File: config.mk
export PLATFORM = sky130hd
export DESIGN_NAME = i2c_fifo_bank
export DESIGN_NICKNAME = d
export VERILOG_FILES = /design/src/rtl/i2c_pkg.sv /design/src/rtl/i2c_sync_fifo.sv /design/src/rtl/i2c_fifo_bank.sv
export SDC_FILE = /design/constraint.sdc
export NUM_CORES = 1
export LEC_CHECK = 0
export BUFFER_PORTS_ARGS = -buffer_cell sky130_fd_sc_hd__buf_2
export CORE_MARGIN = 2
export CORE_UTILIZATION = 50
export CTS_BUF_LIST = sky130_fd_sc_hd__clkbuf_8
export DETAILED_ROUTE_END_ITERATION = 10
export PLACE_DENSITY = 0.64
export SETUP_SLACK_MARGIN = 0.15
export SLEW_MARGIN = 20
export SYNTH_ARGS = -nofsm -noshare
export SYNTH_HDL_FRONTEND = slang
export SYNTH_HIERARCHICAL = 1
export SYNTH_SLANG_ARGS = --single-unit
File: constraint.sdc
create_clock -name PCLK -period 2.9 [get_ports PCLK]
set_input_delay 0.145 -clock PCLK [delete_from_list [all_inputs] [get_ports PCLK]]
set_output_delay 0.145 -clock PCLK [all_outputs]
set_load 0.03 [all_outputs]
File: src/rtl/i2c_pkg.sv
// Shared constants for the I2C FIFO bank: status_reg bit positions, reset value, default depth.
package i2c_pkg;
    localparam int ST_TX_FULL  = 7;
    localparam int ST_TX_EMPTY = 6;
    localparam int ST_RX_FULL  = 5;
    localparam int ST_RX_EMPTY = 4;
    localparam int ST_TX_OVF   = 3;
    localparam int ST_RX_OVF   = 2;
    localparam int ST_TX_UDF   = 1;
    localparam int ST_RX_UDF   = 0;

    localparam logic [7:0] ST_RESET = 8'b0101_0000;

    localparam int FIFO_DEPTH = 8;
    localparam int FIFO_AW    = 3;
endpackage

File: src/rtl/i2c_sync_fifo.sv
// Single-clock byte FIFO with registered read data and one-cycle overflow/underflow event pulses.
module i2c_sync_fifo #(
    parameter int DEPTH = 8,
    parameter int AW    = 3
) (
    input  logic          clk,
    input  logic          rst,
    input  logic          wr_en,
    input  logic [7:0]    wdata,
    input  logic          rd_en,
    output logic [7:0]    rdata,
    output logic [AW:0]   count,
    output logic          full,
    output logic          empty,
    output logic          ovf,
    output logic          udf
);
    localparam logic [AW:0] LP_FULL = (AW+1)'(DEPTH);

    logic [7:0]  r_mem [DEPTH];
    logic [AW-1:0] r_wptr;
    logic [AW-1:0] r_rptr;
    logic [AW:0] r_count;
    logic [7:0]  r_rdata;
    logic        w_push;
    logic        w_pop;

    assign full  = (r_count == LP_FULL);
    assign empty = (r_count == '0);
    assign count = r_count;
    assign rdata = r_rdata;

    // A pop in the same cycle frees a slot, so a full FIFO still accepts the push.
    assign w_pop  = rd_en && !empty;
    assign w_push = wr_en && (!full || w_pop);
    assign ovf    = wr_en && !w_push;
    assign udf    = rd_en && empty;

    always_ff @(posedge clk) begin
        if (w_push) begin
            r_mem[r_wptr] <= wdata;
        end
    end

    always_ff @(posedge clk) begin
        if (rst) begin
            r_wptr  <= '0;
            r_rptr  <= '0;
            r_count <= '0;
            r_rdata <= 8'h00;
        end else begin
            if (w_push) begin
                r_wptr <= r_wptr + AW'(1);
            end
            if (w_pop) begin
                r_rptr  <= r_rptr + AW'(1);
                r_rdata <= r_mem[r_rptr];
            end
            case ({w_push, w_pop})
                2'b10:   r_count <= r_count + (AW+1)'(1);
                2'b01:   r_count <= r_count - (AW+1)'(1);
                default: r_count <= r_count;
            endcase
        end
    end
endmodule

File: src/rtl/i2c_fifo_bank.sv
// TX/RX byte FIFOs between the APB slave and I2C master, plus the packed status register.
module i2c_fifo_bank
    import i2c_pkg::*;
#(
    parameter int DEPTH = FIFO_DEPTH,
    parameter int AW    = FIFO_AW
) (
    input  logic          PCLK,
    input  logic          PRESET,
    input  logic          tx_wr_en,
    input  logic [7:0]    tx_wdata,
    input  logic          tx_rd_en,
    output logic [7:0]    tx_rdata,
    input  logic          rx_wr_en,
    input  logic [7:0]    rx_wdata,
    input  logic          rx_rd_en,
    output logic [7:0]    rx_rdata,
    input  logic          err_clr,
    output logic [AW:0]   tx_count,
    output logic [AW:0]   rx_count,
    output logic [7:0]    status_reg
);
    logic       w_tx_full, w_tx_empty, w_tx_ovf, w_tx_udf;
    logic       w_rx_full, w_rx_empty, w_rx_ovf, w_rx_udf;
    logic [3:0] w_evt;
    logic [3:0] r_err;

    i2c_sync_fifo #(.DEPTH(DEPTH), .AW(AW)) u_tx_fifo (
        .clk(PCLK), .rst(PRESET),
        .wr_en(tx_wr_en), .wdata(tx_wdata),
        .rd_en(tx_rd_en), .rdata(tx_rdata),
        .count(tx_count), .full(w_tx_full), .empty(w_tx_empty),
        .ovf(w_tx_ovf), .udf(w_tx_udf)
    );

    i2c_sync_fifo #(.DEPTH(DEPTH), .AW(AW)) u_rx_fifo (
        .clk(PCLK), .rst(PRESET),
        .wr_en(rx_wr_en), .wdata(rx_wdata),
        .rd_en(rx_rd_en), .rdata(rx_rdata),
        .count(rx_count), .full(w_rx_full), .empty(w_rx_empty),
        .ovf(w_rx_ovf), .udf(w_rx_udf)
    );

    // Ordered to match status_reg[3:0]; a fresh event overrides a coincident clear.
    assign w_evt = {w_tx_ovf, w_rx_ovf, w_tx_udf, w_rx_udf};

    always_ff @(posedge PCLK) begin
        if (PRESET) begin
            r_err <= 4'b0000;
        end else begin
            r_err <= w_evt | (r_err & {4{~err_clr}});
        end
    end

    always_comb begin
        status_reg              = 8'h00;
        status_reg[ST_TX_FULL]  = w_tx_full;
        status_reg[ST_TX_EMPTY] = w_tx_empty;
        status_reg[ST_RX_FULL]  = w_rx_full;
        status_reg[ST_RX_EMPTY] = w_rx_empty;
        status_reg[ST_TX_OVF]   = r_err[3];
        status_reg[ST_RX_OVF]   = r_err[2];
        status_reg[ST_TX_UDF]   = r_err[1];
        status_reg[ST_RX_UDF]   = r_err[0];
    end
endmodule

# Yosys cells after proc, flatten, opt, wreduce, memory -nomap -nowiden
# Memory sizes are Yosys's and may differ from the RTL's. A register that Yosys moved wholly into a read port is not among the register bits.
# Index checks and enable logic that the tools add are counted.
dict set report totals {
  ff_bits 24
  out_inout_bits 32
  ram_bits 128
  input_bits 23
  mem_count 2
  wordCells 52
}
dict set report classes {
  mux 6
  n_eq_ne 6
  n_addsub 8
  bitwise 3
  n_reduce_logical 20
}
# name words word_bits read_ports rd_ports_with_merged_regs write_ports line
set memory_table {}
lappend memory_table {u_rx_fifo.r_mem 8 8 1 1 1 i2c_sync_fifo.sv:20} ;# logic [7:0] r_mem [DEPTH];
lappend memory_table {u_tx_fifo.r_mem 8 8 1 1 1 i2c_sync_fifo.sv:20}
# operator n
set op_table {}
lappend op_table {{4-bit one-hot mux with 2 select lines} 2}
lappend op_table {{3-bit by 1-bit adder with 3-bit output (second input constant)} 4}
lappend op_table {{4-bit by 1-bit adder with 4-bit output (second input constant)} 2}
lappend op_table {{4-bit equality test (second input constant)} 2}
lappend op_table {{1-bit logical AND} 8}
lappend op_table {{4-bit logical NOT} 2}
lappend op_table {{4-bit by 1-bit subtractor with 4-bit output (second input constant)} 2}
lappend op_table {{1-bit logical NOT} 6}
lappend op_table {{4-bit AND} 1}
lappend op_table {{2-bit by 1-bit equality test with 1-bit output (second input constant)} 2}
lappend op_table {{2-bit equality test (second input constant)} 2}
lappend op_table {{1-bit two-way mux} 4}
lappend op_table {{4-bit bitwise OR} 1}
lappend op_table {{2-bit nonzero test} 2}
lappend op_table {{1-bit logical OR} 2}
lappend op_table {{1-bit NOT} 1}

# Logic depth before layout (Yosys ltp)
dict set report depth {
  word_depth 8
  ltp_mapped 10
  depth_no_buf 8
}

# Hierarchy
# Netlist, hierarchy kept.
# module instances seq_area_each_um2 area_per_inst_um2 cells_per_inst
set modules_own_cells {}
lappend modules_own_cells {{i2c_sync_fifo (u_rx_fifo)} 1 2282.2 3400.8 207}
lappend modules_own_cells {{i2c_sync_fifo (u_tx_fifo)} 1 2282.2 3398.3 207}
lappend modules_own_cells {i2c_fifo_bank 1 80.1 170.2 20}

# Worst setup path after synthesis
# Ideal clock, no wire load.
dict set report synth_timing {
  path_type {register to register}
  startpoint {reg u_rx_fifo.r_count[0] (netlist: u_rx_fifo/count[0])}
  endpoint {reg u_rx_fifo.r_count[3] (netlist: u_rx_fifo/count[3])}
  path_slack_ps 380
  path_buffers 2
  required_time_ps 2826
  stages_incl_launch_ff 11
  period_less_slack_ps 2520
  setup_time_ps 74
  arrival_time_ps 2446
  path_cell_list {dfxtp_1 -> buf_6 -> o41a_2 -> buf_2 -> nand2b_1 -> inv_1 -> ha_1 -> a21oi_1 -> a21oi_1 -> or3_1 -> a31oi_1}
}
dict set report synth_between {
  elab_chain_len 7
  elab_cells_between_ends 13
  classes_between {add/sub: 2; eq/ne: 3; mux: 1; reduce/logical: 7}
}
# element line
set synth_lines {}
lappend synth_lines {{from (decl)} i2c_sync_fifo.sv:23} ;# logic [AW:0] r_count;
lappend synth_lines {{from (signal assigned)} i2c_sync_fifo.sv:60} ;# 2'b10: r_count <= r_count + (AW+1)'(1);
lappend synth_lines {{from (signal assigned)} i2c_sync_fifo.sv:61} ;# 2'b01: r_count <= r_count - (AW+1)'(1);
lappend synth_lines {{from (signal assigned)} i2c_sync_fifo.sv:62} ;# default: r_count <= r_count;
lappend synth_lines {{4-bit logical NOT} i2c_sync_fifo.sv:29} ;# assign empty = (r_count == '0);
lappend synth_lines {{1-bit logical NOT} i2c_sync_fifo.sv:34} ;# assign w_pop = rd_en && !empty;
lappend synth_lines {{1-bit logical AND} i2c_sync_fifo.sv:34}
lappend synth_lines {{1-bit logical OR} i2c_sync_fifo.sv:35} ;# assign w_push = wr_en && (!full || w_pop);
lappend synth_lines {{1-bit logical AND} i2c_sync_fifo.sv:35}
lappend synth_lines {{2-bit by 1-bit equality test with 1-bit output / 2-bit equality test (equally long branches)} i2c_sync_fifo.sv:59} ;# case ({w_push, w_pop})
lappend synth_lines {{4-bit one-hot mux with 2 select lines / 2-bit nonzero test (equally long branches)} -}
# Parallel ways exist; a longest one is shown, timed or not.
# A chain may end at the register's enable or synchronous reset.

# Worst setup path after layout
# Same ends and word-level chain as after synthesis.

==> results.sh <==
export IMPL_status="complete, no violations"
export IMPL_avgSynthCellArea_um2=16.06
export IMPL_r2r_start="u_rx_fifo/count[0]"
export IMPL_power_w=0.007096
export IMPL_ys_flop_type="edfxtp_1"
export IMPL_postLayoutSetupSlackWorst_ns=0.5158
export IMPL_synth_seq_cells=168
export IMPL_period_share_pct=82.21
export IMPL_grt_usage_pct=18.14
export IMPL_htreeDepth=4
export IMPL_synth_largest_area_cell="edfxtp_1"
export IMPL_synth_top_area_share_pct=55.15
export IMPL_yosysWarnings=6
export IMPL_ys_seq_area_share_pct=66.64
export IMPL_clk_path_buf_depth=2
export IMPL_antenna_found_initial=0
export IMPL_overflow=0
export IMPL_synth_cells=434
export IMPL_reg2reg_depth=8
export IMPL_cp_top_family="compound AO/OA/AOI/OAI gates"
export IMPL_cts_sinks=168
export IMPL_power_leakage_nw=2.799
export IMPL_p_sw_share_pct=33.11
export IMPL_fin_skew_ns=0.009968
export IMPL_seqPwrFrac_pct=43.4
export IMPL_crit_chain="o41a_2 > nand2b_1 > inv_1 > ha_1 > a21oi_1 > a21oi_1 > or3_1 > a31oi_1"
export IMPL_dp_cells=659
export IMPL_fin_crit_ns=2.384
export IMPL_area_growth_pct=14.90
export IMPL_drc=0
export IMPL_fmax_mhz=419.4
export IMPL_wire_per_inst_um=17.90
export IMPL_cpPeakStageDelay_ns=0.51
export IMPL_p_comb_share_pct=31.5
export IMPL_hp_start="rx_wr_en"
export IMPL_post_place_ws_ns=0.5648
export IMPL_vdd_drop_max_v=0.0004873
export IMPL_io_buffers=54
export IMPL_cap_viol_max_count=0
export IMPL_drt_iter0_markers=274
export IMPL_regArea_um2=4644
export IMPL_first_pass_iters=4
export IMPL_final_cells=708
export IMPL_synth_commonest_cells="edfxtp_1, nor2_1, dfxtp_1"
export IMPL_worstPathArrival_ns=2.75
export IMPL_die_x_um=122.1
export IMPL_slew_headroom_pct=41.61
export IMPL_place_hpwl_um=7940
export IMPL_clkPwrFrac_pct=25.1
export IMPL_grt_max_degree=41
export IMPL_synth_cell_area_um2=6969
export IMPL_antenna_cells=0
export IMPL_p_sw_w=0.002349
export IMPL_die_h_um=122.1
export IMPL_path_buf_inv=1
export IMPL_fin_nets=548
export IMPL_die_area_um2=14900
export IMPL_grt_pass1_vias=3857
export IMPL_ioPinCount=55
export IMPL_hold_viol=0
export IMPL_async_flop_share_pct=0
export IMPL_drive_gt1_share_pct=28.41
export IMPL_ant_nets=0
export IMPL_cp_common_cell="a21oi_1"
export IMPL_hold_path_depth=3
export IMPL_drv_slew=0
export IMPL_clk_insertion_delay_late_ns=0.44
export IMPL_clk_pin_slew_ns=0.08
export IMPL_synth_edf_count=128
export IMPL_synth_nets=467
export IMPL_setup_tns_ns=0
export IMPL_gp_congestion=0.8005
export IMPL_r2r_slack_ns=0.52
export IMPL_multi_input_area_um2=2053
export IMPL_endpoint_kind="flop"
export IMPL_finalSetupViolations=0
export IMPL_power_density_nw_per_um2=886.1
export IMPL_rows=43
export IMPL_via_per_inst=5.429
export IMPL_hp_class="in -> reg"
export IMPL_grt_setup_unrepaired="no"
export IMPL_coreArea_um2=13770
export IMPL_synth_cell_types=40
export IMPL_start_kind="flop"
export IMPL_synth_most_common_cell="edfxtp_1"
export IMPL_internal_power_w=0.004747
export IMPL_tightest_slew_ns=0.8747
export IMPL_cts_tree="built"
export IMPL_root_buffer="clkbuf_8"
export IMPL_r2r_end="u_rx_fifo/count[3]"
export IMPL_holdPathEnd="u_rx_fifo/count[3]"
export IMPL_cts_inserted_buffers=17
export IMPL_path_class="reg -> reg"
export IMPL_wl_um=12670
export IMPL_initial_core_util_pct=50.60
export IMPL_yosys_top_cells_area="edfxtp_1, dfxtp_1, mux4_2"
export IMPL_fillers=1089
export IMPL_grt_pass1_wl_um=19870
export IMPL_crit_fanout=10
export IMPL_vias=3844
export IMPL_cp_required_ns=3.27
export IMPL_hold_slack_ns=0.09107
export IMPL_critPathSlowestCell="o41a_2"
## sequential cells by signal, indices dropped and copies added (netlist names)
name	count
u_rx_fifo/r_rptr	3
u_tx_fifo/r_rptr	3
u_rx_fifo/rdata	8
u_rx_fifo/r_wptr	3
u_tx_fifo/count	4
r_err	4
u_tx_fifo/r_wptr	3
u_rx_fifo/count	4
u_tx_fifo/rdata	8
u_rx_fifo/r_mem	64
u_tx_fifo/r_mem	64
## tightest hold or removal path, delay by kind of cell
| kind | cells | cell delay [ns] |
|---|---|---|
| simple gates | 1 | 0.09 |
| compound gates | 1 | 0.07 |
| buf+inv | 1 | 0.18 |
## repair_timing
action                                 CTS  global route
gates resized for setup                  0             0
hold buffers                            17             0
setup buffers                            0             0
endpoints found under the hold margin  132             0
## stage by stage
| step | utilization (%) | cell area, um^2 |
|---|---|---|
| after floorplan | - | 6969 |
| after global placement | 53.70 | 7396 |
| after detailed placement | 53.70 | 7396 |
| after CTS | 58.14 | 8008 |
| after global routing | 58.14 | 8008 |
| final | 58.14 | 8008 |
## cell usage in the layout (no fill, tap or decap), drive strengths merged, types with 6 or more instances in the layout
cell type | synthesis | final
nor2 | 44 | 44
a211oi | 22 | 22
xnor2 | 8 | 8
nor3 | 12 | 12
dlygate4sd3 | 0 | 17
clkbuf | 9 | 22
mux4 | 32 | 32
ha | 8 | 8
edfxtp | 128 | 128
dfxtp | 40 | 40
a21oi | 10 | 10
nand2 | 10 | 10
mux2i | 20 | 20
xor2 | 6 | 6
buf | 19 | 75
o21ai | 6 | 6
inv | 12 | 14
nand2b | 12 | 12
## power by group through the flow
stage	logic (W)	registers, W	clock network, W
floorplan	0.00165	0.00334	0
global placement	0.00220	0.00311	0
detailed placement	0.00224	0.00314	0
CTS	0.00226	0.00308	0.00183
global route	0.00244	0.00312	0.00192
finish	0.00223	0.00308	0.00178
## routing by layer
| layer | global-route usage (%) | share of wire (%) | vias to the layer above |
|---|---|---|---|
| met5 | 0 | 0 | - |
| met4 | 6.250 | 1.2 | 0 |
| met3 | 4.307 | 3.3 | 14 |
| met2 | 31.88 | 52 | 65 |
| met1 | 21.99 | 43 | 1942 |
| li1 | - | - | 1823 |
## cell type report
cell class / count / area share, %
Tap cell: 180 / 2.813
Multi-Input combinational cell: 224 / 25.64
Clock inverter: 10 / 1.734
Inverter: 12 / 0.5625
Timing Repair Buffer: 92 / 7.469
Sequential cell: 168 / 58.00
Clock buffer: 22 / 3.781
## worst max-delay path by stage
stage | slack [ns] | end | depth (start not counted) | startpoint
after floorplan | 0.38 | u_rx_fifo/count[3] | 10 | u_rx_fifo/count[0]
after global placement | 0.64 | u_rx_fifo/count[3] | 8 | u_rx_fifo/count[0]
after CTS | 0.54 | u_rx_fifo/count[3] | 8 | u_rx_fifo/count[0]
final | 0.52 | u_rx_fifo/count[3] | 8 | u_rx_fifo/count[0]
after global routing | 0.39 | u_rx_fifo/count[3] | 8 | u_rx_fifo/count[0]
after detailed placement | 0.56 | u_rx_fifo/count[3] | 8 | u_rx_fifo/count[0]
## cells by family (layout without fill, tap and decap cells)
group / count (synthesis) / after routing / share of synthesized area [%]
flip-flops: 168 / 168 / 66.64
AND/OR/NAND/NOR: 96 / 96 / 6.571
AO/OA/AOI/OAI: 52 / 52 / 5.907
multiplexers: 52 / 52 / 13.21
buffers and inverters: 42 / 136 / 3.896
XOR/XNOR: 14 / 14 / 1.759
adder cells (fa/ha/maj): 10 / 10 / 2.011
(Power assumes the default switching activity.)
